## config.mk

```make
export PLATFORM = sky130hd
export DESIGN_NAME = dram_traffic_gen
export DESIGN_NICKNAME = d
export VERILOG_FILES = /design/src/rtl/dram_tg_pkg.sv /design/src/rtl/dram_tg_pattern.sv /design/src/rtl/dram_traffic_gen.sv
export SDC_FILE = /design/constraint.sdc
export NUM_CORES = 1
export LEC_CHECK = 0
export BUFFER_PORTS_ARGS = -buffer_cell sky130_fd_sc_hd__buf_2
export CORE_MARGIN = 1
export CORE_UTILIZATION = 45
export DETAILED_ROUTE_END_ITERATION = 7
export GPL_TIMING_DRIVEN = 0
export HOLD_SLACK_MARGIN = 0.05
export PLACE_DENSITY = 0.68
export SLEW_MARGIN = 25
export SYNTH_ARGS = -nofsm -noshare
export SYNTH_HDL_FRONTEND = slang
export SYNTH_SLANG_ARGS = --single-unit
```

## constraint.sdc

```tcl
create_clock -name clk -period 3.92 [get_ports clk]
set_input_delay 0.784 -clock clk [delete_from_list [all_inputs] [get_ports clk]]
set_output_delay 0.784 -clock clk [all_outputs]
set_load 0.03 [all_outputs]
```

## src/rtl/dram_tg_pkg.sv

```systemverilog
// ---------------------------------------------------------------------------
// dram_tg_pkg
// Shared types and helpers for the DRAM traffic generator:
//   state_t    - top-level sequencer states
//   mode_t     - data pattern selector
//   CMD_*      - MIG native UI command encodings
//   lfsr_step  - one step of the x^32+x^22+x^2+x+1 Fibonacci LFSR
//   lfsr_seed  - seed sanitiser (an all-zero LFSR would lock up)
// ---------------------------------------------------------------------------
package dram_tg_pkg;

  typedef enum logic [2:0] {
    ST_IDLE     = 3'd0,
    ST_WAIT_CAL = 3'd1,
    ST_WRITE    = 3'd2,
    ST_READ     = 3'd3,
    ST_DONE     = 3'd4
  } state_t;

  typedef enum logic [1:0] {
    MODE_ADDR  = 2'd0,
    MODE_LFSR  = 2'd1,
    MODE_WALK  = 2'd2,
    MODE_FIXED = 2'd3
  } mode_t;

  localparam logic [2:0] CMD_WRITE = 3'b000;
  localparam logic [2:0] CMD_READ  = 3'b001;

  // Feedback taps for x^32 + x^22 + x^2 + x + 1 -> state bits 31, 21, 1, 0.
  localparam logic [31:0] LFSR_TAPS = 32'h8020_0003;
  localparam logic [31:0] LFSR_INIT = 32'h0000_0001;

  // Shift left, new LSB is the XOR of the tapped bits.
  function automatic logic [31:0] lfsr_step(input logic [31:0] s);
    return {s[30:0], ^(s & LFSR_TAPS)};
  endfunction

  function automatic logic [31:0] lfsr_seed(input logic [31:0] s);
    return (s == 32'h0) ? LFSR_INIT : s;
  endfunction

endpackage

```

## src/rtl/dram_tg_pattern.sv

```systemverilog
// ---------------------------------------------------------------------------
// dram_tg_pattern
// Per-beat data pattern generator. One instance produces the write stream,
// a second identical instance regenerates the expected read stream.
// Ports:
//   clk, rst_n  - clock, synchronous active-low reset
//   load        - restart the LFSR from seed (phase start)
//   advance     - step the LFSR (one beat consumed)
//   mode        - pattern select
//   seed        - LFSR seed / fixed word
//   addr        - address of the current beat (address pattern)
//   idx         - beat index within the phase (walking-one pattern)
//   data        - pattern word for the current beat
// ---------------------------------------------------------------------------
module dram_tg_pattern
  import dram_tg_pkg::*;
#(
  parameter int DATA_W = 128,
  parameter int ADDR_W = 29,
  parameter int LEN_W  = 24
) (
  input  logic              clk,
  input  logic              rst_n,
  input  logic              load,
  input  logic              advance,
  input  mode_t             mode,
  input  logic [31:0]       seed,
  input  logic [ADDR_W-1:0] addr,
  input  logic [LEN_W-1:0]  idx,
  output logic [DATA_W-1:0] data
);

  localparam int WORDS = DATA_W / 32;

  logic [31:0]       lfsr_reg;
  logic [31:0]       addr_word;
  logic [LEN_W-1:0]  walk_pos;
  logic [DATA_W-1:0] walk_data;

  always_ff @(posedge clk) begin
    if (!rst_n) begin
      lfsr_reg <= LFSR_INIT;
    end else if (load) begin
      lfsr_reg <= lfsr_seed(seed);
    end else if (advance) begin
      lfsr_reg <= lfsr_step(lfsr_reg);
    end
  end

  assign addr_word = 32'(addr);
  assign walk_pos  = idx % LEN_W'(DATA_W);
  assign walk_data = {{(DATA_W-1){1'b0}}, 1'b1} << walk_pos;

  // Every 32-bit lane picks its word independently; only the walking-one
  // pattern differs between lanes.
  for (genvar gi = 0; gi < WORDS; gi++) begin : g_lane
    always_comb begin
      data[gi*32 +: 32] = seed;
      unique case (mode)
        MODE_ADDR:  data[gi*32 +: 32] = addr_word;
        MODE_LFSR:  data[gi*32 +: 32] = lfsr_reg;
        MODE_WALK:  data[gi*32 +: 32] = walk_data[gi*32 +: 32];
        MODE_FIXED: data[gi*32 +: 32] = seed;
        default:    data[gi*32 +: 32] = seed;
      endcase
    end
  end

endmodule

```

## src/rtl/dram_traffic_gen.sv

```systemverilog
// ---------------------------------------------------------------------------
// dram_traffic_gen
// Writes a data pattern over an address region through the MIG native UI,
// reads it back and checks it in order; optionally loops until stopped.
// Ports:
//   clk, rst_n            - UI clock, synchronous active-low reset
//   calib_done            - MIG calibration complete; gates all commands
//   start, stop           - run control pulses (stop has priority)
//   continuous            - loop WRITE->READ until stop (sampled at start)
//   mode, seed, base_addr, num_beats - run configuration (sampled at start)
//   err_inject            - corrupt bit 0 of the next written beat
//   app_*                 - MIG native UI command / write / read channels
//   busy, done            - run status
//   tg_compare_error, err_count, first_err_addr, pass_count - checker status
// ---------------------------------------------------------------------------
module dram_traffic_gen
  import dram_tg_pkg::*;
#(
  parameter int DATA_W   = 128,
  parameter int ADDR_W   = 29,
  parameter int ADDR_INC = 8,
  parameter int LEN_W    = 24,
  parameter int MAX_OUT  = 32,
  parameter int ERRCNT_W = 32
) (
  input  logic                clk,
  input  logic                rst_n,
  input  logic                calib_done,
  input  logic                start,
  input  logic                stop,
  input  logic                continuous,
  input  logic [1:0]          mode,
  input  logic [31:0]         seed,
  input  logic [ADDR_W-1:0]   base_addr,
  input  logic [LEN_W-1:0]    num_beats,
  input  logic                err_inject,
  output logic [ADDR_W-1:0]   app_addr,
  output logic [2:0]          app_cmd,
  output logic                app_en,
  input  logic                app_rdy,
  output logic [DATA_W-1:0]   app_wdf_data,
  output logic                app_wdf_wren,
  output logic                app_wdf_end,
  input  logic                app_wdf_rdy,
  input  logic [DATA_W-1:0]   app_rd_data,
  input  logic                app_rd_data_valid,
  output logic                busy,
  output logic                done,
  output logic                tg_compare_error,
  output logic [ERRCNT_W-1:0] err_count,
  output logic [ADDR_W-1:0]   first_err_addr,
  output logic [15:0]         pass_count
);

  localparam int OUT_W = $clog2(MAX_OUT) + 1;
  localparam logic [ADDR_W-1:0] ADDR_STEP = ADDR_W'(ADDR_INC);

  state_t              state_reg;
  mode_t               mode_reg;
  logic [31:0]         seed_reg;
  logic [ADDR_W-1:0]   base_reg;
  logic [LEN_W-1:0]    len_reg;
  logic                cont_reg;
  logic                drain_reg;
  logic [LEN_W-1:0]    cmd_idx_reg;
  logic [ADDR_W-1:0]   cmd_addr_reg;
  logic [LEN_W-1:0]    exp_idx_reg;
  logic [ADDR_W-1:0]   exp_addr_reg;
  logic [OUT_W-1:0]    out_reg;
  logic                inject_pend_reg;
  logic                err_reg;
  logic [ERRCNT_W-1:0] err_count_reg;
  logic [ADDR_W-1:0]   first_err_reg;
  logic [15:0]         pass_reg;

  logic [DATA_W-1:0] wr_data;
  logic [DATA_W-1:0] exp_data;
  logic              start_ok;
  logic              wr_fire;
  logic              last_wr;
  logic              rd_en;
  logic              rd_accept;
  logic              rd_ret;
  logic              rd_mismatch;
  logic              read_exit;
  logic              go_write_cal;
  logic              loop_back;
  logic              wr_load;
  logic              inject_now;

  // ---- handshake / control decode ----
  assign start_ok = start && !stop && (state_reg == ST_IDLE || state_reg == ST_DONE);

  // A write beat is only offered when both the command and data FIFOs can
  // take it, so command and data always move together.
  assign wr_fire = (state_reg == ST_WRITE) && calib_done && !stop && app_rdy && app_wdf_rdy;
  assign last_wr = wr_fire && (cmd_idx_reg == len_reg - LEN_W'(1));

  assign rd_en = (state_reg == ST_READ) && calib_done && !stop && !drain_reg &&
                 (cmd_idx_reg != len_reg) && (out_reg < OUT_W'(MAX_OUT));
  assign rd_accept = rd_en && app_rdy;

  // Returns with nothing outstanding cannot belong to this run; drop them.
  assign rd_ret      = (state_reg == ST_READ) && app_rd_data_valid && (out_reg != '0);
  assign rd_mismatch = rd_ret && (app_rd_data != exp_data);

  assign read_exit = (state_reg == ST_READ) && (out_reg == '0) &&
                     (drain_reg || stop || (cmd_idx_reg == len_reg));

  assign go_write_cal = (state_reg == ST_WAIT_CAL) && !stop && calib_done;
  assign loop_back    = read_exit && cont_reg && !stop && !drain_reg;
  assign wr_load      = go_write_cal || loop_back;

  assign inject_now = inject_pend_reg || err_inject;

  // ---- pattern generators ----
  dram_tg_pattern #(
    .DATA_W (DATA_W),
    .ADDR_W (ADDR_W),
    .LEN_W  (LEN_W)
  ) u_wr_pat (
    .clk     (clk),
    .rst_n   (rst_n),
    .load    (wr_load),
    .advance (wr_fire),
    .mode    (mode_reg),
    .seed    (seed_reg),
    .addr    (cmd_addr_reg),
    .idx     (cmd_idx_reg),
    .data    (wr_data)
  );

  dram_tg_pattern #(
    .DATA_W (DATA_W),
    .ADDR_W (ADDR_W),
    .LEN_W  (LEN_W)
  ) u_exp_pat (
    .clk     (clk),
    .rst_n   (rst_n),
    .load    (last_wr),
    .advance (rd_ret),
    .mode    (mode_reg),
    .seed    (seed_reg),
    .addr    (exp_addr_reg),
    .idx     (exp_idx_reg),
    .data    (exp_data)
  );

  // ---- sequencer, counters and checker ----
  always_ff @(posedge clk) begin
    if (!rst_n) begin
      state_reg       <= ST_IDLE;
      mode_reg        <= MODE_ADDR;
      seed_reg        <= '0;
      base_reg        <= '0;
      len_reg         <= '0;
      cont_reg        <= 1'b0;
      drain_reg       <= 1'b0;
      cmd_idx_reg     <= '0;
      cmd_addr_reg    <= '0;
      exp_idx_reg     <= '0;
      exp_addr_reg    <= '0;
      out_reg         <= '0;
      inject_pend_reg <= 1'b0;
      err_reg         <= 1'b0;
      err_count_reg   <= '0;
      first_err_reg   <= '0;
      pass_reg        <= '0;
    end else begin
      // The pending injection is consumed by whichever beat transfers next.
      if (wr_fire) begin
        inject_pend_reg <= 1'b0;
      end else if (err_inject) begin
        inject_pend_reg <= 1'b1;
      end

      case (state_reg)
        ST_IDLE, ST_DONE: begin
          if (start_ok) begin
            state_reg     <= ST_WAIT_CAL;
            mode_reg      <= mode_t'(mode);
            seed_reg      <= seed;
            base_reg      <= base_addr;
            len_reg       <= (num_beats == '0) ? LEN_W'(1) : num_beats;
            cont_reg      <= continuous;
            drain_reg     <= 1'b0;
            err_reg       <= 1'b0;
            err_count_reg <= '0;
            first_err_reg <= '0;
            pass_reg      <= '0;
          end
        end

        ST_WAIT_CAL: begin
          if (stop) begin
            state_reg <= ST_DONE;
            cont_reg  <= 1'b0;
          end else if (calib_done) begin
            state_reg    <= ST_WRITE;
            cmd_idx_reg  <= '0;
            cmd_addr_reg <= base_reg;
          end
        end

        ST_WRITE: begin
          if (stop) begin
            state_reg <= ST_DONE;
            cont_reg  <= 1'b0;
          end else if (last_wr) begin
            state_reg    <= ST_READ;
            cmd_idx_reg  <= '0;
            cmd_addr_reg <= base_reg;
            exp_idx_reg  <= '0;
            exp_addr_reg <= base_reg;
            out_reg      <= '0;
          end else if (wr_fire) begin
            cmd_idx_reg  <= cmd_idx_reg + LEN_W'(1);
            cmd_addr_reg <= cmd_addr_reg + ADDR_STEP;
          end
        end

        ST_READ: begin
          if (stop) begin
            drain_reg <= 1'b1;
            cont_reg  <= 1'b0;
          end

          if (rd_accept) begin
            cmd_idx_reg  <= cmd_idx_reg + LEN_W'(1);
            cmd_addr_reg <= cmd_addr_reg + ADDR_STEP;
          end

          if (rd_accept && !rd_ret) begin
            out_reg <= out_reg + OUT_W'(1);
          end else if (!rd_accept && rd_ret) begin
            out_reg <= out_reg - OUT_W'(1);
          end

          if (rd_ret) begin
            exp_idx_reg  <= exp_idx_reg + LEN_W'(1);
            exp_addr_reg <= exp_addr_reg + ADDR_STEP;
            if (rd_mismatch) begin
              err_reg <= 1'b1;
              if (err_count_reg != {ERRCNT_W{1'b1}}) begin
                err_count_reg <= err_count_reg + ERRCNT_W'(1);
              end
              if (err_count_reg == '0) begin
                first_err_reg <= exp_addr_reg;
              end
            end
          end

          // read_exit implies nothing outstanding and no accept this cycle,
          // so the counter updates above cannot collide with these.
          if (read_exit) begin
            pass_reg <= pass_reg + 16'd1;
            if (loop_back) begin
              state_reg    <= ST_WRITE;
              cmd_idx_reg  <= '0;
              cmd_addr_reg <= base_reg;
            end else begin
              state_reg <= ST_DONE;
              drain_reg <= 1'b0;
            end
          end
        end

        default: state_reg <= ST_IDLE;
      endcase
    end
  end

  // ---- outputs ----
  assign app_addr     = cmd_addr_reg;
  assign app_cmd      = (state_reg == ST_READ) ? CMD_READ : CMD_WRITE;
  assign app_en       = wr_fire || rd_en;
  assign app_wdf_wren = wr_fire;
  assign app_wdf_end  = wr_fire;
  assign app_wdf_data = (state_reg == ST_WRITE) ?
                        (wr_data ^ {{(DATA_W-1){1'b0}}, inject_now}) : '0;

  assign busy             = !(state_reg == ST_IDLE || state_reg == ST_DONE);
  assign done             = (state_reg == ST_DONE);
  assign tg_compare_error = err_reg;
  assign err_count        = err_count_reg;
  assign first_err_addr   = first_err_reg;
  assign pass_count       = pass_reg;

endmodule
```

-- Word level (Yosys, flattened, before mapping)
Cells that the tools add are included.
- flip-flop bits (word level): 347
- output and inout port bits: 243
- add/sub/neg operators: 9
- order comparisons: 1
- eq/ne operators: 27
- shifts and indexed selects: 2
- muxes and demuxes: 79
- bitwise operators: 2
- reductions and logical operators: 65
- operator list (kind ; count):
    case mux 32 bit (4 select lines) ; 8
    2-to-1 mux 29 bit ; 15
    2-to-1 mux 24 bit ; 12
    2-to-1 mux 32 bit ; 9
    << shifter 1 x 7 -> 128 bit (first input constant) ; 2
    2-to-1 mux 128 bit ; 1
    != test 128 bit ; 1
    bitwise XOR 128 x 1 -> 128 bit ; 1
    case mux 29 bit (2 select lines) ; 2
    case mux 29 bit (3 select lines) ; 1
    case mux 24 bit (3 select lines) ; 1
    logical NOT 32 bit ; 2
    case mux 32 bit (2 select lines) ; 1
    parity 32 bit ; 2
    adder 29 x 4 -> 29 bit (second input constant) ; 2
    adder 24 x 1 -> 24 bit (second input constant) ; 2
    == test 24 bit ; 2
    case mux 24 bit (2 select lines) ; 1
    adder 32 x 1 -> 32 bit (second input constant) ; 1
    2-to-1 mux 16 bit ; 2
    != test 32 bit (second input constant) ; 1
    case mux 16 bit (2 select lines) ; 1
    logical AND 1 bit ; 25
    logical NOT 24 bit ; 1
    36 further kinds ; 89

-- Logic depth before layout (Yosys ltp)
- depth after elaboration: 12
- gate-level depth with buffers: 17
- depth with buffers taken out: 15

-- Modules after synthesis
A second synthesis with hierarchy kept.
- cells, all modules: 3095
- area total of the unflattened synthesis: 22942.0 µm²
- by module, submodules not included (module ; instances ; cells an instance ; area each (µm²)):
    dram_traffic_gen ; 1 ; 2167 ; 16525.8
    dram_tg_pattern ; 2 ; 464 ; 3208.1

-- Worst setup path after synthesis
No wires, ideal clock.
- path type: register -> output
- start point: reg mode_reg[1]
- end point: out app_wdf_data[10]
- data arrival time: 3044 ps
- slack: 92 ps
- cell stages (with the launch flop): 11
- path buffers: 6
- cells stage by stage: dfxtp_1 clkbuf_1 buf_2 buf_2 buf_2 clkbuf_1 or3b_2 nor3_1 clkbuf_1 nand2_1 a21oi_1
- cells in the longest elaborated chain, start to end: 4
- RTL lines (element ; line ; text):
    start: declaration ; dram_traffic_gen.sv:59 ; mode_t mode_reg;
    start signal: assignment ; dram_traffic_gen.sv:181 ; mode_reg <= mode_t'(mode);
    == test 2 bit, or another cell as far along ; dram_tg_pattern.sv:59 ; unique case (mode)
    case mux 32 bit (4 select lines) (*) ; dram_tg_pattern.sv:59 ;
    bitwise XOR 128 x 1 -> 128 bit (*) ; dram_traffic_gen.sv:280 ; (wr_data ^ {{(DATA_W-1){1'b0}}, inject_now}) : '0;
    2-to-1 mux 128 bit (*) ; dram_traffic_gen.sv:279 ; assign app_wdf_data = (state_reg == ST_WRITE) ?
    end: declaration ; dram_traffic_gen.sv:41 ; output logic [DATA_W-1:0] app_wdf_data,
Mark *: on every way between the ends. The rest lies on a longest branch, timed or not.

-- Final worst setup path
- start point: reg mode_reg[1]
- end point: reg first_err_reg[19] (netlist: first_err_addr[19])
- cells in the longest elaborated chain, start to end: 6
- RTL lines (element ; line ; text):
    == test 2 bit, or another cell as far along ; dram_tg_pattern.sv:59 ;
    case mux 32 bit (4 select lines) ; dram_tg_pattern.sv:59 ;
    != test 128 bit (*) ; dram_traffic_gen.sv:105 ; assign rd_mismatch = rd_ret && (app_rd_data != exp_data);
    logical AND 1 bit (*) ; dram_traffic_gen.sv:105 ;
    != test 2 bit (no source line) (*) ; n/a ;
    AND reduction 5 bit (no source line) (*) ; n/a ;
    end signal: assignment ; dram_traffic_gen.sv:248 ; first_err_reg <= exp_addr_reg;
    end: declaration ; dram_traffic_gen.sv:73 ; logic [ADDR_W-1:0] first_err_reg;
Marks and branches as above.
A chain may end at the register's enable or synchronous reset.

==> qor.txt <==
Die X = 225 µm
Critical Path AT = 4.42 ns
CP Cell Sequence = buf_4 > clkbuf_2 > clkbuf_2 > clkbuf_4 > a2bb2oi_2 > buf_4 > o22ai_1 > nand4b_1 > nor4b_2 > nand4_1 > nor4_4 > buf_6 > and2_4 > nor3_2 > buf_6 > buf_4 > a22o_1
Peak VDD IR = 0.281 mV
H-tree Lvls = 2
worst-path fanout max = 10
crit start category = flip-flop
Worst Hold Depth = 3
measured slew at the worst slew-check pin = 1.19 ns
Multi-input gate area = 15300 µm²
CP max-delay cell = dfxtp_4
Worst path top cell family by delay = buffers and inverters
WHS Endpoint = len_reg[1]
GRT Residual Overflow = 0
FF/Latch Area = 6620 µm²
Leak = 11.0 nW
Final Skew = 0.0337 ns
setup violators final = 11
clk root buf = clkbuf_16
synthesis warning total = 0
drt via density = 6.38
Net count, final = 3811
max-slew violations = 0
Reg2Reg Launch Point = mode_reg[1]
Placer Congestion = 1.06
post-layout minimum cycle time = 3.95 ns
I/O pin cnt = 468
status = finished with violations
Initial DRC Count = 3702
synthesized instance count = 3025
DRT antenna net count = 0
final instance area = 28200 µm²
gr usage total = 40.4%
Pre-antenna DRT Iters = 8
Post-route DRC = 0
r2r endpoint = first_err_addr[19]
top cells by area, synth = dfxtp_1, nand2_1, a21oi_1, o21ai_0, nor2_1
first-pass GRT wire length = 154000 µm
fmax = 0.253 GHz
predominant post-synthesis flop cell = dfxtp_1
cells on worst reg2reg path = 17
class of the most critical setup path = reg2reg
Power Density = 333 nW/µm²
most frequent CP cell = buf_4
Clock Latency Late Sink = 0.58 ns
Port Buffers = 464
per-cell routed wire length = 25.3 µm
fraction of the yosys area taken by sequential cells = 29.6%
failing checks = setup timing
#FFs+latches synth = 330
Mapped Area = 22400 µm²
CP required = 4.39 ns
largest net degree at the start of global routing = 14
synth unique cells = 97
fin cells = 4257
Area Overhead vs Synth = 26.0%
row count = 81
endpoint class of the critical path = flip-flop
CP Buf/Inv Count = 8
initial core utilization = 45.7%
Worst Hold Launch = num_beats[1]
Mapped Avg Cell Area = 7.39 µm²
FFs w/ async S/R, synth = 0%
min-delay worst type = in2reg
Final Util = 57.5%
CTS Buf Count = 38
DRT Wirelength = 108000 µm
max_cap viols = 0
RSZ-0062 raised after global routing = yes
Longest Clk Path Bufs = 3
Post-synth EDFFs = 0
CTS tree = done
most frequent cells in the layout = buf_2, nand2_1, a21oi_1
total number of vias = 27200
Core Area = 49000 µm²
total negative slack = -0.196 ns
Fill cells = 4790
leading area contributor after synthesis = dfxtp_1
Reg clk slew, reported paths = 0.06 ns
HPWL Detailed = 82900 µm
setup slack, reg-to-reg = -0.03 ns
relative slew slack = 20.5%
hold_buf cts = 0
worst setup margin = -0.0344 ns
Synth top area share = 29.6%
final hold vios = 0
max incr delay on CP = 0.38 ns
DP Area = 25500 µm²
leading cell type in the layout, fill and taps excluded = buf_2
Die Y = 225 µm
initial antenna violation count = 7
placed insts = 4154
CTS Sinks = 330
share of layout cells above drive strength 1 = 24.4%
die area = 50600 µm²
final cycle utilization of the critical path = 101%
number of global-route vias before repair = 24200
[logic make-up (layout without fill, tap and decap cells)]
| group | Yosys count | in the layout | share of synthesized area (%) |
|---|---|---|---|
| AOI/OAI and AO/OA | 982 | 982 | 28.5 |
| xor gates and xnor gates | 126 | 126 | 4.94 |
| adders and majority gates | 23 | 23 | 1.32 |
| buffers and inverters | 274 | 839 | 5.09 |
| DFF | 330 | 330 | 29.6 |
| muxes | 89 | 89 | 4.16 |
| other | 1 | 4 | 0.0168 |
| and+or+nand+nor | 1200 | 1200 | 26.5 |
[Yosys cell counts (all sizes together), types with 41 or more instances]
library cell	count
nand3	111
nor3	55
o21ai	182
buf	61
nor2	206
a22o	51
xor2	52
xnor2	74
mux2i	58
dfxtp	330
o211ai	41
clkbuf	168
o21a	54
a21oi	338
and3	45
a211oi	56
nand2	471
inv	45
nor4	72
nand4	46
[power by group]
part / internal, W / switching, W
logic: 0.000709 / 0.00129
clock network: 0.00216 / 0.00155
registers: 0.00347 / 0.000207
[per-layer routing]
| metal | up-vias | share of wire, % | global-route usage [%] |
|---|---|---|---|
| met3 | 381 | 12 | 10.2 |
| met4 | 8 | 5.7 | 19.6 |
| met5 | - | 0.043 | 0 |
| li1 | 12200 | - | - |
| met1 | 12800 | 41 | 54.6 |
| met2 | 1798 | 42 | 59.7 |
[how the worst max path moves through the flow]
stage	slack, ns	from	endpoint	cells after the start
5_1_grt	-0.06	exp_idx_reg[6]	first_err_addr[19]	15
6_report	-0.03	mode_reg[1]	first_err_addr[19]	17
2_1_floorplan	0.09	mode_reg[1]	app_wdf_data[10]	10
3_3_place_gp	-1.61	exp_idx_reg[2]	first_err_addr[19]	17
3_5_place_dp	-1.55	exp_idx_reg[2]	first_err_addr[19]	17
4_1_cts	-0.08	mode_reg[0]	app_wdf_data[0]	13
[per-stage QoR]
step	total power [W]	hold slack [ns]	worst slack, ns
CTS	0.00924	0.420	-0.0753
global route	0.00964	0.441	-0.0609
finish	0.00938	0.441	-0.0344
detailed placement	0.00546	0.459	-1.55
global placement	0.00545	0.459	-1.61
floorplan	0.00473	0.442	0.0917
[area by class of cell]
| class | instances | area share (%) |
|---|---|---|
| multi-input cells | 2422 | 54.3 |
| clock inverters | 15 | 0.738 |
| clock buffers | 53 | 3.86 |
| inverters | 45 | 0.609 |
| diodes | 2 | 0.0178 |
| repair buffers | 507 | 9.64 |
| plain buffers | 219 | 4.42 |
| well taps | 664 | 2.95 |
| flip-flops and latches | 330 | 23.5 |
[worst min-delay path: stages]
cell,delay (ns)
buf_2,0.09
nand2_1,0.04
o21ai_0,0.05
[repair_timing]
action	4_1_cts	5_1_grt
buffers inserted	23	18
cloned	1	1
pin swaps	19	16
gates resized for setup	251	119
setup endpoints to repair	325	321
(Power assumes the default switching activity.)
